**src/rtl/eth_pkg.sv**
```systemverilog
// Shared constants and types for the Ethernet transmit path.
//   CRC32_POLY_REFL : reflected IEEE 802.3 CRC-32 polynomial
//   CRC32_INIT      : CRC register value loaded at each SFD
//   CRC32_RESIDUE   : register value left after folding data plus a good FCS
//   PREAMBLE_BYTE   : preamble byte value
//   SFD_BYTE        : start-of-frame delimiter value
//   tx_state_t      : framer state; it names the byte currently on tx_data
package eth_pkg;

    localparam logic [31:0] CRC32_POLY_REFL = 32'hEDB88320;
    localparam logic [31:0] CRC32_INIT      = 32'hFFFFFFFF;
    localparam logic [31:0] CRC32_RESIDUE   = 32'hDEBB20E3;
    localparam logic [7:0]  PREAMBLE_BYTE   = 8'h55;
    localparam logic [7:0]  SFD_BYTE        = 8'hD5;

    typedef enum logic [3:0] {
        IDLE,
        PRE,
        SFD,
        DATA,
        PAD,
        FCS,
        IFG,
        ERR,
        DROP
    } tx_state_t;

endpackage

```
**src/rtl/eth_tx_framer_if.sv**
```systemverilog
// Upstream byte stream into the transmit framer.
//   s_data  : frame byte (DA..payload)
//   s_valid : s_data / s_last are meaningful this cycle
//   s_last  : s_data is the final byte of the frame
//   s_ready : the framer takes the byte this cycle
// Handshake: a byte transfers on a rising clk edge where s_valid and s_ready
// are both 1. s_ready depends only on framer state, never on s_valid.
// Once s_valid is raised the source holds s_data/s_last stable until the
// transfer; dropping s_valid in the middle of a frame aborts that frame.
interface eth_tx_framer_if;

    logic [7:0] s_data;
    logic       s_valid;
    logic       s_last;
    logic       s_ready;

    modport master (
        output s_data,
        output s_valid,
        output s_last,
        input  s_ready
    );

    modport slave (
        input  s_data,
        input  s_valid,
        input  s_last,
        output s_ready
    );

endinterface

```
**src/rtl/eth_crc32_byte.sv**
```systemverilog
// One byte step of the reflected IEEE 802.3 CRC-32, purely combinational.
// Bits are folded LSB first. Shared with the receive-side FCS checker.
//   crc_in  : current CRC register
//   data    : byte to fold in
//   crc_out : CRC register after the byte
module eth_crc32_byte
    import eth_pkg::*;
(
    input  logic [31:0] crc_in,
    input  logic [7:0]  data,
    output logic [31:0] crc_out
);

    logic [31:0] c;

    always_comb begin
        c = crc_in;
        for (int i = 0; i < 8; i++) begin
            if (c[0] ^ data[i]) begin
                c = (c >> 1) ^ CRC32_POLY_REFL;
            end else begin
                c = c >> 1;
            end
        end
        crc_out = c;
    end

endmodule

```
**src/rtl/eth_tx_framer.sv**
```systemverilog
// Byte-wide Ethernet MAC transmit framer (MII byte side).
// Takes DA..payload bytes from upstream and sends preamble, SFD, data, zero
// pad up to MIN_FRAME_BYTES, the FCS (LSB byte first) and the inter-frame gap.
// An upstream underflow mid-frame is marked with one tx_er byte and the rest
// of that frame is swallowed.
//   clk, reset_n : clock, asynchronous active-low reset
//   s            : upstream byte stream (slave side)
//   tx_data      : transmit byte (registered)
//   tx_en        : transmit enable (registered)
//   tx_er        : transmit error, high only in ERR (registered)
//   busy         : framer is not IDLE
//   state_o      : current state, for observation
module eth_tx_framer
    import eth_pkg::*;
#(
    parameter int PREAMBLE_BYTES  = 7,
    parameter int MIN_FRAME_BYTES = 60,
    parameter int IFG_BYTES       = 12
) (
    input  logic                  clk,
    input  logic                  reset_n,
    eth_tx_framer_if.slave        s,
    output logic [7:0]            tx_data,
    output logic                  tx_en,
    output logic                  tx_er,
    output logic                  busy,
    output tx_state_t             state_o
);

    localparam logic [15:0] PRE_N = 16'(PREAMBLE_BYTES);
    localparam logic [15:0] MIN_N = 16'(MIN_FRAME_BYTES);
    localparam logic [15:0] IFG_N = 16'(IFG_BYTES);
    localparam logic [15:0] FCS_N = 16'd4;

    tx_state_t   state_q, state_d;
    logic [7:0]  tx_data_q, tx_data_d;
    logic        tx_en_q, tx_en_d;
    logic        tx_er_q, tx_er_d;
    logic [15:0] cnt_q, cnt_d;    // frame bytes (data + pad) placed on the wire
    logic [15:0] ph_q, ph_d;      // position within PRE / FCS / IFG runs
    logic [31:0] crc_q, crc_d;
    logic        last_q, last_d;  // s_last already taken for this frame

    logic        accept;
    logic [7:0]  crc_byte;
    logic [31:0] crc_next;
    logic [31:0] fcs;
    logic [15:0] cnt_inc;

    assign s.s_ready = (state_q == SFD) || (state_q == DROP) ||
                       ((state_q == DATA) && !last_q);
    assign accept    = s.s_valid && s.s_ready;

    // Pad bytes are zero, so the same CRC step serves both data and pad.
    assign crc_byte  = accept ? s.s_data : 8'h00;
    assign fcs       = ~crc_q;
    assign cnt_inc   = (cnt_q == 16'hFFFF) ? cnt_q : cnt_q + 16'd1;

    eth_crc32_byte u_crc (
        .crc_in  (crc_q),
        .data    (crc_byte),
        .crc_out (crc_next)
    );

    always_comb begin
        state_d   = state_q;
        tx_data_d = 8'h00;
        tx_en_d   = 1'b0;
        tx_er_d   = 1'b0;
        cnt_d     = cnt_q;
        ph_d      = ph_q;
        crc_d     = crc_q;
        last_d    = last_q;

        case (state_q)
            IDLE: begin
                if (s.s_valid) begin
                    state_d   = PRE;
                    ph_d      = 16'd1;
                    tx_data_d = PREAMBLE_BYTE;
                    tx_en_d   = 1'b1;
                end
            end

            PRE: begin
                tx_en_d = 1'b1;
                if (ph_q < PRE_N) begin
                    ph_d      = ph_q + 16'd1;
                    tx_data_d = PREAMBLE_BYTE;
                end else begin
                    state_d   = SFD;
                    tx_data_d = SFD_BYTE;
                    crc_d     = CRC32_INIT;
                    cnt_d     = 16'd0;
                    last_d    = 1'b0;
                end
            end

            SFD, DATA, PAD: begin
                tx_en_d = 1'b1;
                if (state_q == PAD || last_q) begin
                    // Frame body complete: pad to minimum length, then FCS.
                    if (cnt_q < MIN_N) begin
                        state_d = PAD;
                        crc_d   = crc_next;
                        cnt_d   = cnt_inc;
                    end else begin
                        state_d   = FCS;
                        ph_d      = 16'd1;
                        tx_data_d = fcs[7:0];
                    end
                end else if (s.s_valid) begin
                    state_d   = DATA;
                    tx_data_d = s.s_data;
                    crc_d     = crc_next;
                    cnt_d     = cnt_inc;
                    last_d    = s.s_last;
                end else begin
                    // Upstream ran dry before s_last.
                    state_d = ERR;
                    tx_er_d = 1'b1;
                end
            end

            FCS: begin
                if (ph_q < FCS_N) begin
                    ph_d      = ph_q + 16'd1;
                    tx_en_d   = 1'b1;
                    tx_data_d = fcs[{ph_q[1:0], 3'b000} +: 8];
                end else begin
                    state_d = IFG;
                    ph_d    = 16'd1;
                end
            end

            IFG: begin
                if (ph_q < IFG_N) begin
                    ph_d = ph_q + 16'd1;
                end else begin
                    state_d = IDLE;
                end
            end

            ERR: begin
                state_d = DROP;
            end

            DROP: begin
                if (accept && s.s_last) begin
                    state_d = IFG;
                    ph_d    = 16'd1;
                end
            end

            default: begin
                state_d = IDLE;
            end
        endcase
    end

    always_ff @(posedge clk or negedge reset_n) begin
        if (!reset_n) begin
            state_q   <= IDLE;
            tx_data_q <= 8'h00;
            tx_en_q   <= 1'b0;
            tx_er_q   <= 1'b0;
            cnt_q     <= 16'd0;
            ph_q      <= 16'd0;
            crc_q     <= CRC32_INIT;
            last_q    <= 1'b0;
        end else begin
            state_q   <= state_d;
            tx_data_q <= tx_data_d;
            tx_en_q   <= tx_en_d;
            tx_er_q   <= tx_er_d;
            cnt_q     <= cnt_d;
            ph_q      <= ph_d;
            crc_q     <= crc_d;
            last_q    <= last_d;
        end
    end

    assign tx_data = tx_data_q;
    assign tx_en   = tx_en_q;
    assign tx_er   = tx_er_q;
    assign busy    = (state_q != IDLE);
    assign state_o = state_q;

endmodule
```
**src/flat_wrapper.sv**
```systemverilog
// flat-port wrapper written by rule: the top's interface ports become plain ports
module eth_tx_framer_flat import eth_pkg::*;
#(
    parameter int PREAMBLE_BYTES  = 7,
    parameter int MIN_FRAME_BYTES = 60,
    parameter int IFG_BYTES       = 12
)
  (clk, reset_n, tx_data, tx_en, tx_er, busy, state_o, s_s_data, s_s_valid, s_s_last, s_s_ready);
  eth_tx_framer_if s_i ();
  input  logic clk;
  input  logic reset_n;
  output logic [7:0] tx_data;
  output logic tx_en;
  output logic tx_er;
  output logic busy;
  output tx_state_t state_o;
  input wire logic [$bits(s_i.s_data)-1:0] s_s_data;
  input wire logic [$bits(s_i.s_valid)-1:0] s_s_valid;
  input wire logic [$bits(s_i.s_last)-1:0] s_s_last;
  output wire logic [$bits(s_i.s_ready)-1:0] s_s_ready;
  assign s_i.s_data = s_s_data;
  assign s_i.s_valid = s_s_valid;
  assign s_i.s_last = s_s_last;
  assign s_s_ready = s_i.s_ready;
  eth_tx_framer #(.PREAMBLE_BYTES(PREAMBLE_BYTES), .MIN_FRAME_BYTES(MIN_FRAME_BYTES), .IFG_BYTES(IFG_BYTES)) u_core (.clk(clk), .reset_n(reset_n), .s(s_i), .tx_data(tx_data), .tx_en(tx_en), .tx_er(tx_er), .busy(busy), .state_o(state_o));
endmodule
```
**config.mk**
```make
export PLATFORM = sky130hd
export DESIGN_NAME = eth_tx_framer_flat
export DESIGN_NICKNAME = d
export VERILOG_FILES = /design/src/rtl/eth_pkg.sv /design/src/rtl/eth_tx_framer_if.sv /design/src/rtl/eth_crc32_byte.sv /design/src/rtl/eth_tx_framer.sv /design/src/flat_wrapper.sv
export SDC_FILE = /design/constraint.sdc
export NUM_CORES = 1
export LEC_CHECK = 0
export ABC_AREA = 1
export BUFFER_PORTS_ARGS = -buffer_cell sky130_fd_sc_hd__buf_2
export CORE_MARGIN = 2
export CORE_UTILIZATION = 27
export DETAILED_ROUTE_END_ITERATION = 8
export GPL_TIMING_DRIVEN = 0
export PLACE_DENSITY_LB_ADDON = 0.3
export SLEW_MARGIN = 40
export SYNTH_ARGS = -nofsm -noshare
export SYNTH_HDL_FRONTEND = slang
export SYNTH_SLANG_ARGS = --single-unit
```
**constraint.sdc**
```tcl
create_clock -name clk -period 1.7 [get_ports clk]
set_input_delay 0.085 -clock clk [delete_from_list [all_inputs] [get_ports clk]]
set_output_delay 0.085 -clock clk [all_outputs]
set_load 0.02 [all_outputs]
```
==> reports/results.txt, run 1 <==
worst stage delay on the critical path = 460 ps
Post-Synth XOR/XNOR Area = 0.0671
drt first pass iters = 5
largest family of logic cells by synthesized area = simple AND/OR/NAND/NOR gates
crit start category = flop
RSZ-0062 raised after global routing = yes
simple-gate share of the synthesized area = 0.303
fillers = 1,894
maximum clock insertion buffer count = 2
Post-Synthesis Cells = 692
Seq cells post-synth = 79
status = finished with violations
placed instance area = 5810 µm²
CP Buf/Inv Count = 3
I/O pins = 28
DR iter-0 viols = 450
post-layout util = 0.404
Synth Flop Type = dfrtp_1
initial antenna violation count = 0
Final Slew Violations = 0
GR Overflow Total = 0
number of enable flip-flop cells after synthesis = 0
gr usage total = 0.173
Fin Hold WS = 18.0 ps
Initial Utilization = 0.276
Seq/Total Area, Yosys = 0.388
Final GP Congestion = 0.861
adder-cell share of the synthesized area = 0.00481
Yosys warning total = 0
Area Growth Syn to Fin = 46.3%
Mapped Nets = 706
critical path type = flop to flop
Netlist cell types = 52
Via density = 4.89
drt total wl = 17,300 µm
height of the die = 143 µm
largest net degree at the start of global routing = 54
Final HPWL DP = 11,300 µm
syn avg cell area = 7.51 µm²
Worst-path clk slew = 70 ps
Pleak = 3.50 nW
final worst setup slack = -460 ps
first-pass GRT wire length = 27,200 µm
CORE AREA = 18,800 µm²
CP top delay family = simple AND/OR/NAND/NOR gates
asr flop ratio synth = 1.00
via total after detailed routing = 5,232
crit-path max FO = 7
post-synthesis compound-gate area fraction = 0.130
design area = 7610 µm²
PwrDens = 2180 nW/µm²
Final Critical Period = 2160 ps
vias in the first global route = 5,131
max-cap viol count = 0
layout cells sized above 1 = 0.422
DIE WIDTH = 143 µm
DRC viols = 0
post-synthesis mux area share = 0.00217
mapped cell area = 5200 µm²
CP max-delay cell = dfrtp_2
count of input and output buffers = 26
Rows = 50
clock sink count = 79
Setup TNS = -22,120 ps
DP Worst Slack = -671 ps
worst slew pin tran = 504 ps
cts bufs inserted = 9
Max Freq = 463 MHz
post-route ant nets = 0
Hold Vio Cnt, Final = 0
WP data arrival = 2440 ps
die area = 20,400 µm²
final net count = 820
cell at the root of the clock tree = clkbuf_16
Relative slew margins = 0.658
failing checks = negative setup slack
skew final = 11.1 ps
worst vdd ir = 0.781 mV
CP cell instances = nor2_4 -> nand3_4 -> nand2_8 -> buf_6 -> nand4_1 -> nand2_2 -> nand2_4 -> buf_6 -> nand2_4 -> nor2_4 -> nor2_4 -> nand2_4 -> inv_2 -> nand2_1 -> nand2_1 -> nor2_2
drt wl/cell = 16.2 µm
Ant. Diodes = 0
worst path required time = 1980 ps
critical path capture point type = flop
Skew-Pair Late Insertion Delay = 350 ps
Worst Hold Class = input port to flop
number of H-tree levels = 3
CTS tree = built
Final setup viols = 75
part of the cycle the worst path needs = 1.27
[worst min-delay path: cells and delay by family]
kind	cells	cell delay, ps
buf+inv	1	110
simple gates	1	50
compound gates	1	70
[report_power, final]
part           switching, mW  leakage, nW  total [mW]  internal, mW
registers              0.388        0.966        2.94          2.55
clock network          0.872        0.147        2.03          1.16
logic                   6.70         2.38        11.6          4.94
[state kept, by name, summed over array words and instances (netlist names)]
signal,flops
u_core.tx_en,1
u_core.cnt_q,16
u_core.tx_data,8
u_core.tx_er,1
u_core.last_q,1
u_core.state_o,4
u_core.crc_q,32
u_core.ph_q,16
[cell families (layout without fill, tap and decap cells)]
logic type / count (synthesis) / count (layout)
simple gates: 328 / 328
compound gates: 113 / 113
buf+inv: 130 / 249
mux: 1 / 1
xor+xnor: 39 / 39
fa+ha+maj: 2 / 2
flops: 79 / 79
[cell usage after synthesis, types with 2 or more instances]
cell type / number / area (µm²)
o221ai_1: 2 / 17.5
nor2_4: 4 / 45.0
nor3_1: 14 / 70.1
o311ai_0: 2 / 17.5
o21ai_1: 7 / 35.0
nand2_2: 19 / 119
nand4_1: 15 / 93.8
a21oi_1: 24 / 120
dfrtp_1: 47 / 1180
nand3_1: 51 / 255
a32oi_1: 9 / 78.8
nor4_1: 5 / 31.3
nand3_2: 4 / 40.0
buf_6: 2 / 22.5
nand2_1: 150 / 563
or2_1: 2 / 12.5
a22oi_1: 2 / 15.0
inv_2: 13 / 48.8
ha_1: 2 / 25.0
xor2_1: 35 / 307
o22ai_1: 9 / 56.3
dfstp_2: 32 / 841
or2_0: 2 / 12.5
buf_4: 3 / 22.5
o31ai_1: 7 / 52.6
inv_1: 99 / 372
a31oi_1: 4 / 25.0
nand2_4: 4 / 45.0
nor2_1: 46 / 173
xnor2_1: 3 / 26.3
clkbuf_1: 5 / 18.8
buf_2: 5 / 25.0
o21ai_0: 41 / 205
nor2_2: 5 / 31.3
[metal layers]
metal | up-vias | wire, µm | GRT usage
li1 | 2490 | - | -
met1 | 2534 | 7780 | 0.237
met2 | 179 | 8010 | 0.268
met3 | 29 | 1080 | 0.0305
met4 | 0 | 470 | 0.0740
met5 | - | 0 | 0
[area by class of cell]
class / instances / area [µm²] / area share
Clock buffer: 9 / 225 / 0.0296
Inverter: 113 / 462 / 0.0607
Clock inverter: 7 / 77.6 / 0.0102
Timing Repair Buffer: 103 / 915 / 0.120
Tap cell: 260 / 325 / 0.0427
Sequential cell: 79 / 2020 / 0.266
Buffer: 17 / 219 / 0.0288
Multi-Input combinational cell: 483 / 3360 / 0.442
[through the flow]
step / total power, mW / std cells
3_5_place_dp: 10.3 / 979
3_3_place_gp: 10.3 / 978
5_1_grt: 17.7 / 1071
2_1_floorplan: 8.38 / 692
4_1_cts: 15.3 / 1055
6_report: 16.6 / 1071
[cells in the final DEF, fill, tap and decap left out, drive strengths merged]
cell type / netlist / layout
nor4: 5 / 5
clkinvlp: 0 / 3
clkinv: 1 / 2
or2: 5 / 5
dfstp: 32 / 32
dfrtp: 47 / 47
or3: 1 / 1
buf: 11 / 111
o21ai: 48 / 48
o221ai: 2 / 2
clkbuf: 6 / 17
o21bai: 1 / 1
nand3b: 2 / 2
ha: 2 / 2
o31ai: 7 / 7
a32oi: 9 / 9
o21a: 1 / 1
a2bb2oi: 1 / 1
nand2: 173 / 173
dlygate4sd3: 0 / 1
a22oi: 2 / 2
inv: 112 / 114
a21oi: 25 / 25
o211ai: 1 / 1
nand4: 17 / 17
a31oi: 4 / 4
nor2: 55 / 55
xnor2: 3 / 3
nor3: 15 / 15
bufinv: 0 / 1
xor2: 36 / 36
o22ai: 10 / 10
mux2: 1 / 1
o311ai: 2 / 2
nand3: 55 / 55
[worst paths after layout]
path	startpoint	to	slack [ps]	depth (start not counted)
min reg2reg	u_core.crc_q[15]	u_core.crc_q[15]	490	2
max in group asynchronous	reset_n	u_core.crc_q[19]	900	3
max	u_core.state_o[2]	u_core.crc_q[19]	-460	16
min in group asynchronous	reset_n	u_core.cnt_q[8]	170	2
max reg2reg	u_core.state_o[2]	u_core.crc_q[19]	-460	16
min	s_s_last	u_core.last_q	20	3
[timing repair]
action | 4_1_cts | 5_1_grt
setup endpoints to repair | 75 | 78
pin swaps | 54 | 28
buffers inserted | 54 | 16
cloned | 5 | 1
gates resized for setup | 138 | 75
hold endpoints to repair | 64 | 0
hold buffers | 1 | 0
(Power assumes the default switching activity.)
==> run 2: changes to the inputs <==
==> constraint.sdc (replaced) <==
create_clock -name clk -period 1.7 [get_ports clk]
set_input_delay 0.085 -clock clk [delete_from_list [all_inputs] [get_ports clk]]
set_output_delay 0.085 -clock clk [all_outputs]
set_load 0.1 [all_outputs]
==> reports/results.txt, run 2 (synthesized netlist as in run 1, its figures left out) <==
drt total wl = 17,100 µm
height of the die = 143 µm
Fin Hold WS = 15.5 ps
worst path required time = 1990 ps
DRC viols = 0
Via density = 4.84
skew final = 8.04 ps
failing checks = negative setup slack
final worst setup slack = -527 ps
Post-Place Cells = 979
commonest non-fill, non-tap cells in the layout = nand2_1, inv_1, buf_4, nand3_1, dfrtp_1
Net Sw Power = 8.81 mW
WP data arrival = 2520 ps
Max Freq = 449 MHz
final net count = 826
Final GP Congestion = 0.881
die area = 20,400 µm²
GR Overflow Total = 0
Rows = 50
Layout Cells excl Fill = 1,077
Seq pwr share = 0.169
Skew-Pair Late Insertion Delay = 360 ps
Comb power frac = 0.714
post-route ant nets = 0
Pleak = 3.53 nW
cell at the root of the clock tree = clkbuf_16
Initial Utilization = 0.276
crit start category = flop
RSZ-0062 raised after global routing = yes
CTS tree = built
worst vdd ir = 0.927 mV
leading cell type in the layout, fill and taps excluded = nand2_1
I/O pins = 28
clock sink count = 79
Final Critical Period = 2230 ps
Hold Vio Cnt, Final = 0
PwrDens = 2270 nW/µm²
top flop regs = u_core.crc_q x32, u_core.cnt_q x16, u_core.ph_q x16
Worst-path clk slew = 70 ps
largest net degree at the start of global routing = 46
clock share of power = 0.117
most flop-heavy register = u_core.crc_q
first-pass GRT wire length = 26,100 µm
initial antenna violation count = 0
met2 WL = 8150 µm
DIE WIDTH = 143 µm
Int Power = 8.54 mW
status = finished with violations
fillers = 1,859
max FFs per register = 32
number of H-tree levels = 3
crit-path max FO = 10
Top Metal Used = met4
worst slew pin tran = 489 ps
maximum clock insertion buffer count = 2
max-cap viol count = 0
part of the cycle the worst path needs = 1.31
Relative slew margins = 0.676
drt first pass iters = 5
Final setup viols = 75
DR iter-0 viols = 492
vias in the first global route = 4,856
layout cells sized above 1 = 0.417
routed length on met1 = 7430 µm
gr usage total = 0.167
Area Growth Syn to Fin = 47.0%
critical path type = flop to flop
switching part of the total power = 0.508
via total after detailed routing = 5,213
critical path capture point type = flop
Final HPWL DP = 11,300 µm
CORE AREA = 18,800 µm²
Final Slew Violations = 0
drt wl/cell = 15.8 µm
Worst Hold Class = input port to flop
Ant. Diodes = 0
post-layout util = 0.406
count of input and output buffers = 26
cts bufs inserted = 9
met3 WL post-DR = 864 µm
[run 2: cell type report]
| class | instances | area [µm²] | share of cell area |
|---|---|---|---|
| buffer | 17 | 205 | 0.0268 |
| clock buffer | 11 | 243 | 0.0318 |
| clock inverter | 5 | 63.8 | 0.00835 |
| inverter | 113 | 474 | 0.0620 |
| multi-input combinational | 483 | 3380 | 0.442 |
| sequential | 79 | 2030 | 0.266 |
| tap | 260 | 325 | 0.0426 |
| timing repair buffer | 108 | 915 | 0.120 |
| timing repair inverter | 1 | 7.51 | 0.000982 |
[run 2: repair_timing]
item,4_1_cts,5_1_grt
setup endpoints to repair,78,79
hold endpoints to repair,52,0
gates resized for setup,109,114
pin swaps,22,36
hold buffers,1,0
gates cloned,0,2
buffers inserted,57,22
[run 2: worst max-delay path, cell delays in order (launching register included)]
cell	delay [ps]
dfrtp_4	500
nor2_4	150
nand3_4	140
nand2_8	140
buf_12	140
nand4_1	130
nand2_4	140
nand3_2	110
nand2_4	130
nor2_4	50
nor2_4	190
inv_4	80
nand2_4	80
nor2_1	50
nor2_1	110
[run 2: final timing paths]
check,startpoint,end,slack (ps),cells past startpoint
hold / removal,s_s_last,u_core.last_q,20,3
max in group asynchronous,reset_n,u_core.crc_q[3],890,3
setup / recovery,u_core.state_o[3],u_core.crc_q[19],-530,14
min in group asynchronous,reset_n,u_core.cnt_q[8],200,2
hold reg to reg,u_core.crc_q[18],u_core.crc_q[10],490,2
setup reg to reg,u_core.state_o[3],u_core.crc_q[19],-530,14
[run 2: power groups by stage]
| stage | Clock (mW) | Combinational, mW | Sequential [mW] |
|---|---|---|---|
| after global routing | 2.14 | 13.3 | 2.99 |
| after CTS | 2.07 | 10.4 | 2.93 |
| after detailed placement | 0 | 8.28 | 2.95 |
| after global placement | 0 | 8.25 | 2.95 |
| final | 2.03 | 12.4 | 2.94 |
| after floorplan | 0 | 5.45 | 3.82 |
[run 2: metrics by stage]
step                      total power, mW  TNS [ps]  setup WS [ps]  instance area (µm²)
after floorplan                      9.27    -26580           -459                 5310
after global placement               11.2    -46230           -631                 5760
after detailed placement             11.2    -38620           -650                 5800
after CTS                            15.4    -25390           -468                 6940
after global routing                 18.4    -32320           -632                 7640
final                                17.3    -23840           -527                 7640
[run 2: layer usage]
metal	GRT usage	vias up
met5	0	-
met4	0.0907	0
met3	0.0288	39
met2	0.263	140
met1	0.218	2523
li1	-	2511
==> run 3: changes to the inputs <==
- SETUP_SLACK_MARGIN: not set -> 0.5
==> reports/results.txt, run 3 (synthesized netlist as in run 1, its figures left out) <==
status = finished with violations
failing checks = negative setup slack
layout cells sized above 1 = 0.418
WHS Endpoint = u_core.last_q
part of the cycle the worst path needs = 1.28
CP max-delay cell = dfrtp_4
vias in the first global route = 4,950
PwrDens = 2280 nW/µm²
routed length on met1 = 7700 µm
crit start category = flop
Final setup viols = 78
Ant. Diodes = 0
CP cell instances = nor2_4 -> buf_4 -> inv_4 -> o22ai_4 -> or2_1 -> nand2_2 -> inv_2 -> nand3b_4 -> nor2_4 -> buf_12 -> buf_12 -> nand2_1 -> o22ai_1 -> inv_1
met2 WL = 7910 µm
Register-to-Register Setup Slack = -480 ps
skew final = 7.34 ps
Worst-path clk slew = 70 ps
Skew-Pair Late Insertion Delay = 360 ps
first-pass GRT wire length = 26,400 µm
CP Buf/Inv Count = 6
via total after detailed routing = 5,168
maximum clock insertion buffer count = 2
Area Growth Syn to Fin = 48.9%
sequential cell area = 2030 µm²
DR iter-0 viols = 395
top flop regs = u_core.crc_q x32, u_core.cnt_q x16, u_core.ph_q x16
drt total wl = 17,000 µm
leading cell type in the layout, fill and taps excluded = nand2_1
post-route ant nets = 0
crit-path max FO = 10
number of H-tree levels = 3
Initial Utilization = 0.276
count of input and output buffers = 26
FF-to-FF path depth = 14
drt wl/cell = 15.7 µm
multi-input combinational cell area = 3380 µm²
FF-to-FF End = u_core.crc_q[14]
Final HPWL DP = 11,300 µm
critical path type = flop to flop
Final Slew Violations = 0
met3 WL post-DR = 822 µm
CTS tree = built
gr usage total = 0.168
RSZ-0062 raised after global routing = yes
CP top delay family = simple AND/OR/NAND/NOR gates
Rows = 50
drt first pass iters = 7
min-delay src = s_s_last
worst stage delay on the critical path = 500 ps
Via density = 4.79
FF-to-FF Start = u_core.state_o[3]
GR Overflow Total = 0
CORE AREA = 18,800 µm²
worst hold stages = 3
Top Metal Used = met4
DRC viols = 0
worst vdd ir = 0.881 mV
max FFs per register = 32
critical path capture point type = flop
post-layout util = 0.411
Worst Hold Class = input port to flop
cell at the root of the clock tree = clkbuf_16
worst path required time = 1990 ps
clock sink count = 79
Max Freq = 459 MHz
Final Critical Period = 2180 ps
Total Power = 17.7 mW
Hold Vio Cnt, Final = 0
WP data arrival = 2470 ps
largest net degree at the start of global routing = 47
most flop-heavy register = u_core.crc_q
final worst setup slack = -480 ps
height of the die = 143 µm
Relative slew margins = 0.680
Pleak = 3.54 nW
worst slew pin tran = 484 ps
commonest non-fill, non-tap cells in the layout = nand2_1, inv_1, buf_4, nand3_1, dfrtp_1
final net count = 827
cts bufs inserted = 9
fillers = 1,811
initial antenna violation count = 0
I/O pins = 28
die area = 20,400 µm²
DIE WIDTH = 143 µm
max-cap viol count = 0
Final GP Congestion = 0.888
[run 3: stage by stage]
| stage | instance area (µm²) | hold slack (ps) | cells | TNS [ps] | setup WS [ps] |
|---|---|---|---|---|---|
| finish | 7740 | 22.9 | 1078 | -26560 | -480 |
| detailed placement | 5800 | 14.0 | 979 | -37370 | -640 |
| global placement | 5760 | 379 | 978 | -45780 | -659 |
| floorplan | 5310 | -211 | 692 | -26580 | -459 |
| global route | 7740 | 30.1 | 1078 | -33950 | -620 |
| CTS | 7120 | 6.36 | 1055 | -22510 | -460 |
[run 3: timing repair]
action | CTS | global route
cloned | 1 | 3
setup endpoints to repair | 85 | 91
gates resized for setup | 136 | 95
setup buffers | 58 | 20
endpoints found under the hold margin | 67 | 0
pin swaps | 18 | 19
hold buffers | 1 | 0
[run 3: where the power goes]
group	internal [mW]	switching (mW)	total (mW)
Combinational	5.04	7.65	12.7
Sequential	2.57	0.360	2.93
Clock	1.18	0.877	2.06
Total	8.79	8.89	17.7
[run 3: how the worst max path moves through the flow]
| stage | from | end | slack [ps] | depth (start not counted) |
|---|---|---|---|---|
| final | u_core.state_o[3] | u_core.crc_q[14] | -480 | 14 |
| after global placement | u_core.cnt_q[6] | u_core.crc_q[15] | -660 | 11 |
| after global routing | u_core.state_o[3] | u_core.crc_q[19] | -620 | 14 |
| after detailed placement | u_core.state_o[0] | u_core.crc_q[4] | -640 | 11 |
| after floorplan | u_core.state_o[3] | u_core.crc_q[16] | -460 | 14 |
| after CTS | u_core.state_o[3] | u_core.crc_q[19] | -460 | 15 |
[run 3: layout make-up]
class                           instances  share of cell area
Sequential cell                        79               0.263
Clock buffer                           10              0.0309
Multi-Input combinational cell        484               0.436
Inverter                              113              0.0616
Clock inverter                          6             0.00873
Timing Repair Buffer                  108               0.129
Tap cell                              260              0.0420
Timing Repair inverter                  1            0.000808
Buffer                                 17              0.0276
[run 3: worst min-delay path, cell delays in order]
cell and delay (ps):
buf_2 120, nand2_1 50, o21ai_0 80
[run 3: metal layers]
layer  track usage  vias up
li1              -     2497
met1         0.231     2503
met2         0.266      128
met3        0.0258       40
met4        0.0651        0
met5             0        -
